File: config.mk
export PLATFORM = sky130hd
export DESIGN_NAME = activation_pipeline
export DESIGN_NICKNAME = d
export VERILOG_FILES = /design/src/rtl/act_pkg.sv /design/src/rtl/act_fifo.sv /design/src/rtl/activation_pipeline.sv
export SDC_FILE = /design/constraint.sdc
export NUM_CORES = 2
export LEC_CHECK = 0
export ABC_AREA = 1
export CAP_MARGIN = 25
export CORE_MARGIN = 1
export CORE_UTILIZATION = 56
export DETAILED_ROUTE_END_ITERATION = 12
export HOLD_SLACK_MARGIN = 0.1
export PLACE_DENSITY = 0.79
export SLEW_MARGIN = 30
export SYNTH_ARGS = -nofsm -noshare
export SYNTH_HDL_FRONTEND = slang
export SYNTH_SLANG_ARGS = --single-unit
File: constraint.sdc
create_clock -name clk -period 6.1 [get_ports clk]
set_clock_uncertainty 0.15 [all_clocks]
set_input_delay 0.61 -clock clk [delete_from_list [all_inputs] [get_ports clk]]
set_output_delay 0.61 -clock clk [all_outputs]
set_load 0.03 [all_outputs]
File: src/rtl/act_pkg.sv
// Shared types, constants and arithmetic helpers for the activation pipeline.
package act_pkg;

    typedef enum logic [1:0] {
        IDLE  = 2'd0,
        RUN   = 2'd1,
        DRAIN = 2'd2,
        DONE  = 2'd3
    } act_state_t;

    localparam logic signed [7:0] INT8_MIN = 8'sh80;
    localparam logic signed [7:0] INT8_MAX = 8'sh7F;

    // Signed 32-bit add that clamps to the representable range instead of wrapping.
    function automatic logic signed [31:0] sat_add32(input logic signed [31:0] a,
                                                     input logic signed [31:0] b);
        logic signed [32:0] sum;
        sum = $signed({a[31], a}) + $signed({b[31], b});
        if (sum[32] != sum[31]) begin
            return sum[32] ? 32'sh8000_0000 : 32'sh7FFF_FFFF;
        end else begin
            return sum[31:0];
        end
    endfunction

    // Round-half-up arithmetic right shift, add zero point, clamp to int8.
    // 34 bits hold the worst case of max int32 plus the rounding constant.
    function automatic logic [7:0] requant_int8(input logic signed [31:0] val,
                                                input logic [4:0]         shift,
                                                input logic signed [7:0]  zp);
        logic signed [33:0] t;
        logic signed [33:0] rnd;
        logic signed [33:0] zp_ext;
        t      = {{2{val[31]}}, val};
        zp_ext = {{26{zp[7]}}, zp};
        if (shift != 5'd0) begin
            rnd = 34'sd1 <<< (shift - 5'd1);
            t   = (t + rnd) >>> shift;
        end else begin
            rnd = 34'sd0;
        end
        t = t + zp_ext;
        if (t > 34'sd127) begin
            return INT8_MAX;
        end else if (t < -34'sd128) begin
            return INT8_MIN;
        end else begin
            return t[7:0];
        end
    endfunction

endpackage

File: src/rtl/act_fifo.sv
// Synchronous show-ahead FIFO: head entry is visible on data_o while not empty.
// A push into a full FIFO is accepted only if a pop happens in the same cycle;
// otherwise it is discarded and drop_o flags it.
module act_fifo #(
    parameter int WIDTH = 24,
    parameter int DEPTH = 4
) (
    input  logic                       clk,
    input  logic                       rst_n,
    input  logic                       push_i,
    input  logic                       pop_i,
    input  logic [WIDTH-1:0]           data_i,
    output logic [WIDTH-1:0]           data_o,
    output logic                       empty_o,
    output logic [$clog2(DEPTH):0]     count_o,
    output logic                       drop_o
);
    import act_pkg::*;

    localparam int AW = $clog2(DEPTH);

    logic [WIDTH-1:0] mem_q [DEPTH];
    logic [AW-1:0]    wr_ptr_q;
    logic [AW-1:0]    rd_ptr_q;
    logic [AW:0]      count_q;
    logic             full_s;
    logic             do_pop_s;
    logic             do_push_s;

    assign full_s    = (count_q == (AW+1)'(DEPTH));
    assign empty_o   = (count_q == '0);
    assign do_pop_s  = pop_i && !empty_o;
    assign do_push_s = push_i && (!full_s || do_pop_s);
    assign drop_o    = push_i && full_s && !do_pop_s;
    assign data_o    = mem_q[rd_ptr_q];
    assign count_o   = count_q;

    // Storage, pointers and occupancy; pointers wrap naturally (power-of-two depth).
    always_ff @(posedge clk or negedge rst_n) begin
        if (!rst_n) begin
            for (int i = 0; i < DEPTH; i++) begin
                mem_q[i] <= '0;
            end
            wr_ptr_q <= '0;
            rd_ptr_q <= '0;
            count_q  <= '0;
        end else begin
            if (do_push_s) begin
                mem_q[wr_ptr_q] <= data_i;
                wr_ptr_q        <= wr_ptr_q + 1'b1;
            end
            if (do_pop_s) begin
                rd_ptr_q <= rd_ptr_q + 1'b1;
            end
            case ({do_push_s, do_pop_s})
                2'b10:   count_q <= count_q + 1'b1;
                2'b01:   count_q <= count_q - 1'b1;
                default: count_q <= count_q;
            endcase
        end
    end

endmodule

File: src/rtl/activation_pipeline.sv
// Bias / ReLU / requant pipeline over the accumulator's three result columns,
// packing each row into a 24-bit word written to the unified buffer.
// The input side can never stall; a FIFO absorbs write backpressure.
module activation_pipeline #(
    parameter int FIFO_DEPTH = 4,
    parameter int ADDR_W     = 8
) (
    input  logic               clk,
    input  logic               rst_n,
    input  logic               valid_in,
    input  logic signed [31:0] acc_col0_in,
    input  logic signed [31:0] acc_col1_in,
    input  logic signed [31:0] acc_col2_in,
    input  logic               start,
    input  logic [ADDR_W-1:0]  cfg_base_addr,
    input  logic [7:0]         cfg_row_count,
    input  logic               cfg_relu,
    input  logic [4:0]         cfg_shift,
    input  logic signed [7:0]  cfg_zero_point,
    input  logic signed [31:0] cfg_bias0,
    input  logic signed [31:0] cfg_bias1,
    input  logic signed [31:0] cfg_bias2,
    output logic               ub_wr_en,
    input  logic               ub_wr_ready,
    output logic [ADDR_W-1:0]  ub_wr_addr,
    output logic [23:0]        ub_wr_data,
    output logic               busy,
    output logic               done,
    output logic               overflow_err
);
    import act_pkg::*;

    localparam int FAW = $clog2(FIFO_DEPTH);

    act_state_t         state_q, state_d;
    logic [7:0]         rows_q, rows_d;
    logic [7:0]         cnt_q;
    logic               relu_q;
    logic [4:0]         shift_q;
    logic signed [7:0]  zp_q;
    logic signed [31:0] bias_q [3];
    logic [ADDR_W-1:0]  addr_q, addr_d;
    logic               ovf_q, ovf_d;

    logic signed [31:0] acc_s [3];
    logic               accept_s;
    logic               latch_s;
    logic               extra_s;
    logic               drain_empty_s;

    logic               s1_v_q, s2_v_q, s3_v_q;
    logic signed [31:0] s1_c_q [3];
    logic signed [31:0] s2_c_q [3];
    logic [23:0]        s3_data_q;

    logic [23:0]        fifo_data_s;
    logic               fifo_empty_s;
    logic [FAW:0]       fifo_count_s;
    logic               fifo_drop_s;
    logic               pop_s;

    assign acc_s[0] = acc_col0_in;
    assign acc_s[1] = acc_col1_in;
    assign acc_s[2] = acc_col2_in;

    assign pop_s = !fifo_empty_s && ub_wr_ready;

    // Everything has left the pipeline once this cycle's pop (if any) completes,
    // so DONE lands exactly one cycle after the final write.
    assign drain_empty_s = !s1_v_q && !s2_v_q && !s3_v_q &&
                           (fifo_empty_s ||
                            ((fifo_count_s == {{FAW{1'b0}}, 1'b1}) && pop_s));

    // Next-state, row acceptance, address and sticky overflow logic.
    always_comb begin
        state_d  = state_q;
        rows_d   = rows_q;
        accept_s = 1'b0;
        latch_s  = 1'b0;
        extra_s  = 1'b0;
        case (state_q)
            IDLE: begin
                if (start) begin
                    latch_s = 1'b1;
                    rows_d  = 8'd0;
                    state_d = (cfg_row_count == 8'd0) ? DONE : RUN;
                end else begin
                    state_d = IDLE;
                end
            end
            RUN: begin
                if (valid_in && (rows_q < cnt_q)) begin
                    accept_s = 1'b1;
                    rows_d   = rows_q + 8'd1;
                end else if (valid_in) begin
                    extra_s = 1'b1;
                end else begin
                    rows_d = rows_q;
                end
                state_d = (rows_d == cnt_q) ? DRAIN : RUN;
            end
            DRAIN: begin
                extra_s = valid_in;
                state_d = drain_empty_s ? DONE : DRAIN;
            end
            DONE: begin
                extra_s = valid_in;
                state_d = IDLE;
            end
            default: begin
                state_d = IDLE;
            end
        endcase

        if (latch_s) begin
            addr_d = cfg_base_addr;
        end else if (pop_s) begin
            addr_d = addr_q + {{(ADDR_W-1){1'b0}}, 1'b1};
        end else begin
            addr_d = addr_q;
        end

        if (latch_s) begin
            ovf_d = 1'b0;
        end else if (fifo_drop_s || extra_s) begin
            ovf_d = 1'b1;
        end else begin
            ovf_d = ovf_q;
        end
    end

    // Control state, job configuration, address counter and error flag.
    always_ff @(posedge clk or negedge rst_n) begin
        if (!rst_n) begin
            state_q <= IDLE;
            rows_q  <= 8'd0;
            cnt_q   <= 8'd0;
            relu_q  <= 1'b0;
            shift_q <= 5'd0;
            zp_q    <= 8'sd0;
            for (int i = 0; i < 3; i++) begin
                bias_q[i] <= 32'sd0;
            end
            addr_q  <= '0;
            ovf_q   <= 1'b0;
        end else begin
            state_q <= state_d;
            rows_q  <= rows_d;
            if (latch_s) begin
                cnt_q     <= cfg_row_count;
                relu_q    <= cfg_relu;
                shift_q   <= cfg_shift;
                zp_q      <= cfg_zero_point;
                bias_q[0] <= cfg_bias0;
                bias_q[1] <= cfg_bias1;
                bias_q[2] <= cfg_bias2;
            end
            addr_q  <= addr_d;
            ovf_q   <= ovf_d;
        end
    end

    // Three-stage datapath: bias (S1), activation (S2), requantize and pack (S3).
    always_ff @(posedge clk or negedge rst_n) begin
        if (!rst_n) begin
            s1_v_q    <= 1'b0;
            s2_v_q    <= 1'b0;
            s3_v_q    <= 1'b0;
            s3_data_q <= 24'd0;
            for (int i = 0; i < 3; i++) begin
                s1_c_q[i] <= 32'sd0;
                s2_c_q[i] <= 32'sd0;
            end
        end else begin
            s1_v_q <= accept_s;
            s2_v_q <= s1_v_q;
            s3_v_q <= s2_v_q;
            for (int i = 0; i < 3; i++) begin
                s1_c_q[i] <= sat_add32(acc_s[i], bias_q[i]);
                s2_c_q[i] <= (relu_q && s1_c_q[i][31]) ? 32'sd0 : s1_c_q[i];
            end
            s3_data_q <= {requant_int8(s2_c_q[2], shift_q, zp_q),
                          requant_int8(s2_c_q[1], shift_q, zp_q),
                          requant_int8(s2_c_q[0], shift_q, zp_q)};
        end
    end

    act_fifo #(
        .WIDTH (24),
        .DEPTH (FIFO_DEPTH)
    ) u_fifo (
        .clk     (clk),
        .rst_n   (rst_n),
        .push_i  (s3_v_q),
        .pop_i   (pop_s),
        .data_i  (s3_data_q),
        .data_o  (fifo_data_s),
        .empty_o (fifo_empty_s),
        .count_o (fifo_count_s),
        .drop_o  (fifo_drop_s)
    );

    assign ub_wr_en     = !fifo_empty_s;
    assign ub_wr_data   = fifo_data_s;
    assign ub_wr_addr   = addr_q;
    assign busy         = (state_q != IDLE);
    assign done         = (state_q == DONE);
    assign overflow_err = ovf_q;

endmodule

==> impl_metrics.csv <==
group,metric,value,unit
final_layout,fillers,5676,
logic_synthesis,ys.flop_type,"dfrtp_1",
final_layout,regArea,11500,um^2
floorplan,placementRows,98,
global_routing,antenna_found_initial,2,
worst_setup_path,start_kind,"register",
final_layout,synthToLayoutAreaGrowth,34.1,%
worst_setup_path,critical_path.slowest_cell,"dfrtp_2",
final_layout,fin_nets,7700,
worst_setup_path,cp.required,6.43,ns
route,detail_route.wl_per_cell,17.8,um
logic_synthesis,yosysWarnings,0,
route,finalWirelength,145000,um
global_routing,track_usage,38.3,%
route,vias,45953,
worst_setup_path,cp.arrival,6.60,ns
global_routing,top_usage_layer,"met2",
worst_setup_path,path_common_cell,"nand2_1",
sta,holdWs,0.235,ns
route,via_per_inst,5.64,
final_layout,multi_input_area,28200,um^2
route,drtIter0Drc,4255,
clock_network,ctsLongestPathBuffers,3,
sta,setup_viol,21,
route,ant_nets,0,
sta,tightest_slew,0.998,ns
logic_synthesis,synth-seq-area-share,28.4,%
route,drc,0,
floorplan,initial_core_util,56.5,%
logic_synthesis,synth_top_area_share,28.4,%
sta,fin_ws,-0.171,ns
final_layout,fin_area,54200,um^2
clock_network,cts_tree,"built",
clock_network,clock-sinks,459,
worst_setup_path,max_stage_delay,0.45,ns
sta,fin_crit,6.27,ns
global_routing,grtUsageMet2,59.2,%
run_status,violations,"setup timing",
clock_network,numCtsBuffers,50,
floorplan,io-pin-count,263,
global_routing,met3_usage,6.10,%
sta,slew_headroom,33.5,%
logic_synthesis,syn_avg_cell_area,6.56,um^2
place,numPortBuffers,262,
flow_run,drv_cap,0,
final_layout,drive_gt1_share,20.7,%
logic_synthesis,synth-edff-count,0,
final_layout,fin_cells,8149,
logic_synthesis,synth_cell_type_count,62,
clock_network,clk_pin_slew,0.07,ns
global_routing,grt_pass1_vias,43272,
run_status,status,"complete, but fails checks",
worst_setup_path,path_buf_inv,7,
worst_setup_path,critPathKind,"register to register",
logic_synthesis,syn-cell-area,40400,um^2
place,placed_cell_area,49700,um^2
place,place_inst,8000,
sta,report.final.slew_viol_count,0,
sta,tns,-3.03,ns
sta,fin_crit_sh,103,%
worst_setup_path,critPathTopFamily,"simple AND/OR/NAND/NOR gates",
sta,fmax,159,MHz
logic_synthesis,synthArstFlopShare,100,%
floorplan,core,71500,um^2
global_routing,grt_max_degree,149,
logic_synthesis,synthCells,6164,
logic_synthesis,netlist_top_cells_area,"dfrtp_1 (28%), nand2_1 (16%), ha_1 (9.5%), nand3_1 (9.1%), nor2_1 (5.3%)",
floorplan,fp.dieH,271,um
place,hpwl,113000,um
worst_setup_path,cp_max_fo,7,
global_routing,grt_first_pass_wirelength,226000,um
place,gp_congestion,1.06,
global_routing,grtUsageMet1,54.4,%
clock_network,h-tree-depth,2,
global_routing,grt_overflow,0,
worst_setup_path,crit_path_end_kind,"register",
clock_network,cts_root_buf,"clkbuf_16",
logic_synthesis,yosysMostFrequentCell,"nand2_1",
clock_network,clkLatencyLatePin,0.64,ns
floorplan,die_w,271,um
floorplan,dieArea,73200,um^2
sta,rsz0062_at_grt,"yes",
hold_path,hold_class,"register to register",
route,drtPass1Iterations,6,
logic_synthesis,synth_top_area_cell,"dfrtp_1",
logic_synthesis,syn_nets,6706,
sta,hold_viol_final,0,
logic_synthesis,ys_seq_elements,459,
logic_synthesis,netlist_top_cells_count,"nand2_1 (1765), nand3_1 (737), nor2_1 (569)",
cells in the final DEF, fill, tap and decap left out, types with 22 or more instances in the layout:
cell type,n
a21o_1,29
a21oi_1,313
a21oi_2,89
a31oi_1,52
buf_4,867
clkbuf_16,50
clkdlybuf4s50_1,261
dfrtp_1,453
ha_1,263
ha_4,40
inv_1,551
inv_2,23
nand2_1,1685
nand2_2,93
nand3_1,671
nand3_2,66
nand3b_1,27
nand4_1,46
nor2_1,516
nor2_2,38
nor3_1,48
o211ai_1,28
o21a_1,22
o21ai_0,339
o21ai_1,46
o22ai_1,39
or2_2,23
xnor2_1,85
xor2_1,122
state kept, by name, summed over array words and instances, names as in the netlist:
name and count:
s3_v_q 1, u_fifo.rd_ptr_q 2, s1_v_q 1, bias_q 96, shift_q 5, overflow_err 1, relu_q 1, zp_q 8
u_fifo.count_o 3, u_fifo.mem_q 96, s3_data_q 24, cnt_q 8, state_q 2, u_fifo.wr_ptr_q 2, ub_wr_addr 8, s2_c_q 96
s2_v_q 1, rows_q 8, s1_c_q 96
cell type report:
class / instances / share of cell area, %
Sequential cell: 459 / 21.2
Clock buffer: 66 / 2.62
Timing Repair Buffer: 1152 / 17.4
Multi-Input combinational cell: 4918 / 52.0
Tap cell: 950 / 2.19
Antenna cell: 1 / 0.00462
Inverter: 577 / 4.00
Clock inverter: 26 / 0.575
stage by stage:
stage,util (%),setup WS (ns)
2_1_floorplan,-,0.0175
3_3_place_gp,69.6,-0.541
3_5_place_dp,69.6,-0.730
4_1_cts,74.4,-0.00110
5_1_grt,75.8,-0.575
6_report,75.8,-0.171
per-layer routing:
metal	share of wire (%)	up-vias	wire length [um]
met4	3.6	0	5290
li1	-	22462	-
met3	9.8	281	14200
met2	44	1929	63200
met1	43	21281	62400
met5	0	-	0
timing repair:
action	4_1_cts	5_1_grt
hold endpoints to repair	70	0
setup endpoints to repair	24	24
pin swaps	131	52
gates resized for setup	351	187
setup buffers	46	12
hold buffers	1	0
gates cloned	0	0
worst register-to-register path: cells and delay by family, from the launching register on:
family / cells / cell delay [ns]
simple gates: 27 / 2.85
compound gates: 5 / 0.66
xor+xnor: 2 / 0.54
fa+ha+maj: 2 / 0.55
buf+inv: 7 / 0.90
flops: 1 / 0.45
cells by family (layout without fill, tap and decap cells):
group | after synthesis | in the layout | share of synthesized area, %
mux | 2 | 2 | 0.0495
compound gates | 1084 | 1084 | 15.0
other cells | 0 | 1 | 0
simple gates | 3284 | 3284 | 34.1
fa+ha+maj | 315 | 315 | 9.92
buf+inv | 787 | 1821 | 7.43
flops | 459 | 459 | 28.4
xor+xnor | 233 | 233 | 5.07
final timing paths:
check	startpoint	end	slack [ns]	cells after the start
worst max register to register	shift_q[1]	s3_data_q[10]	-0.17	43
max in group asynchronous	rst_n	s2_c_q[1]	4.07	3
min in group asynchronous	rst_n	s1_c_q[5]	0.44	2
worst max-delay path	shift_q[1]	s3_data_q[10]	-0.17	43
worst min-delay path	s2_v_q	s3_v_q	0.24	0
worst min register to register	s2_v_q	s3_v_q	0.24	0
Power is not shown: default switching activity piles up to over one toggle a cycle in this logic, so the estimate is an artifact.
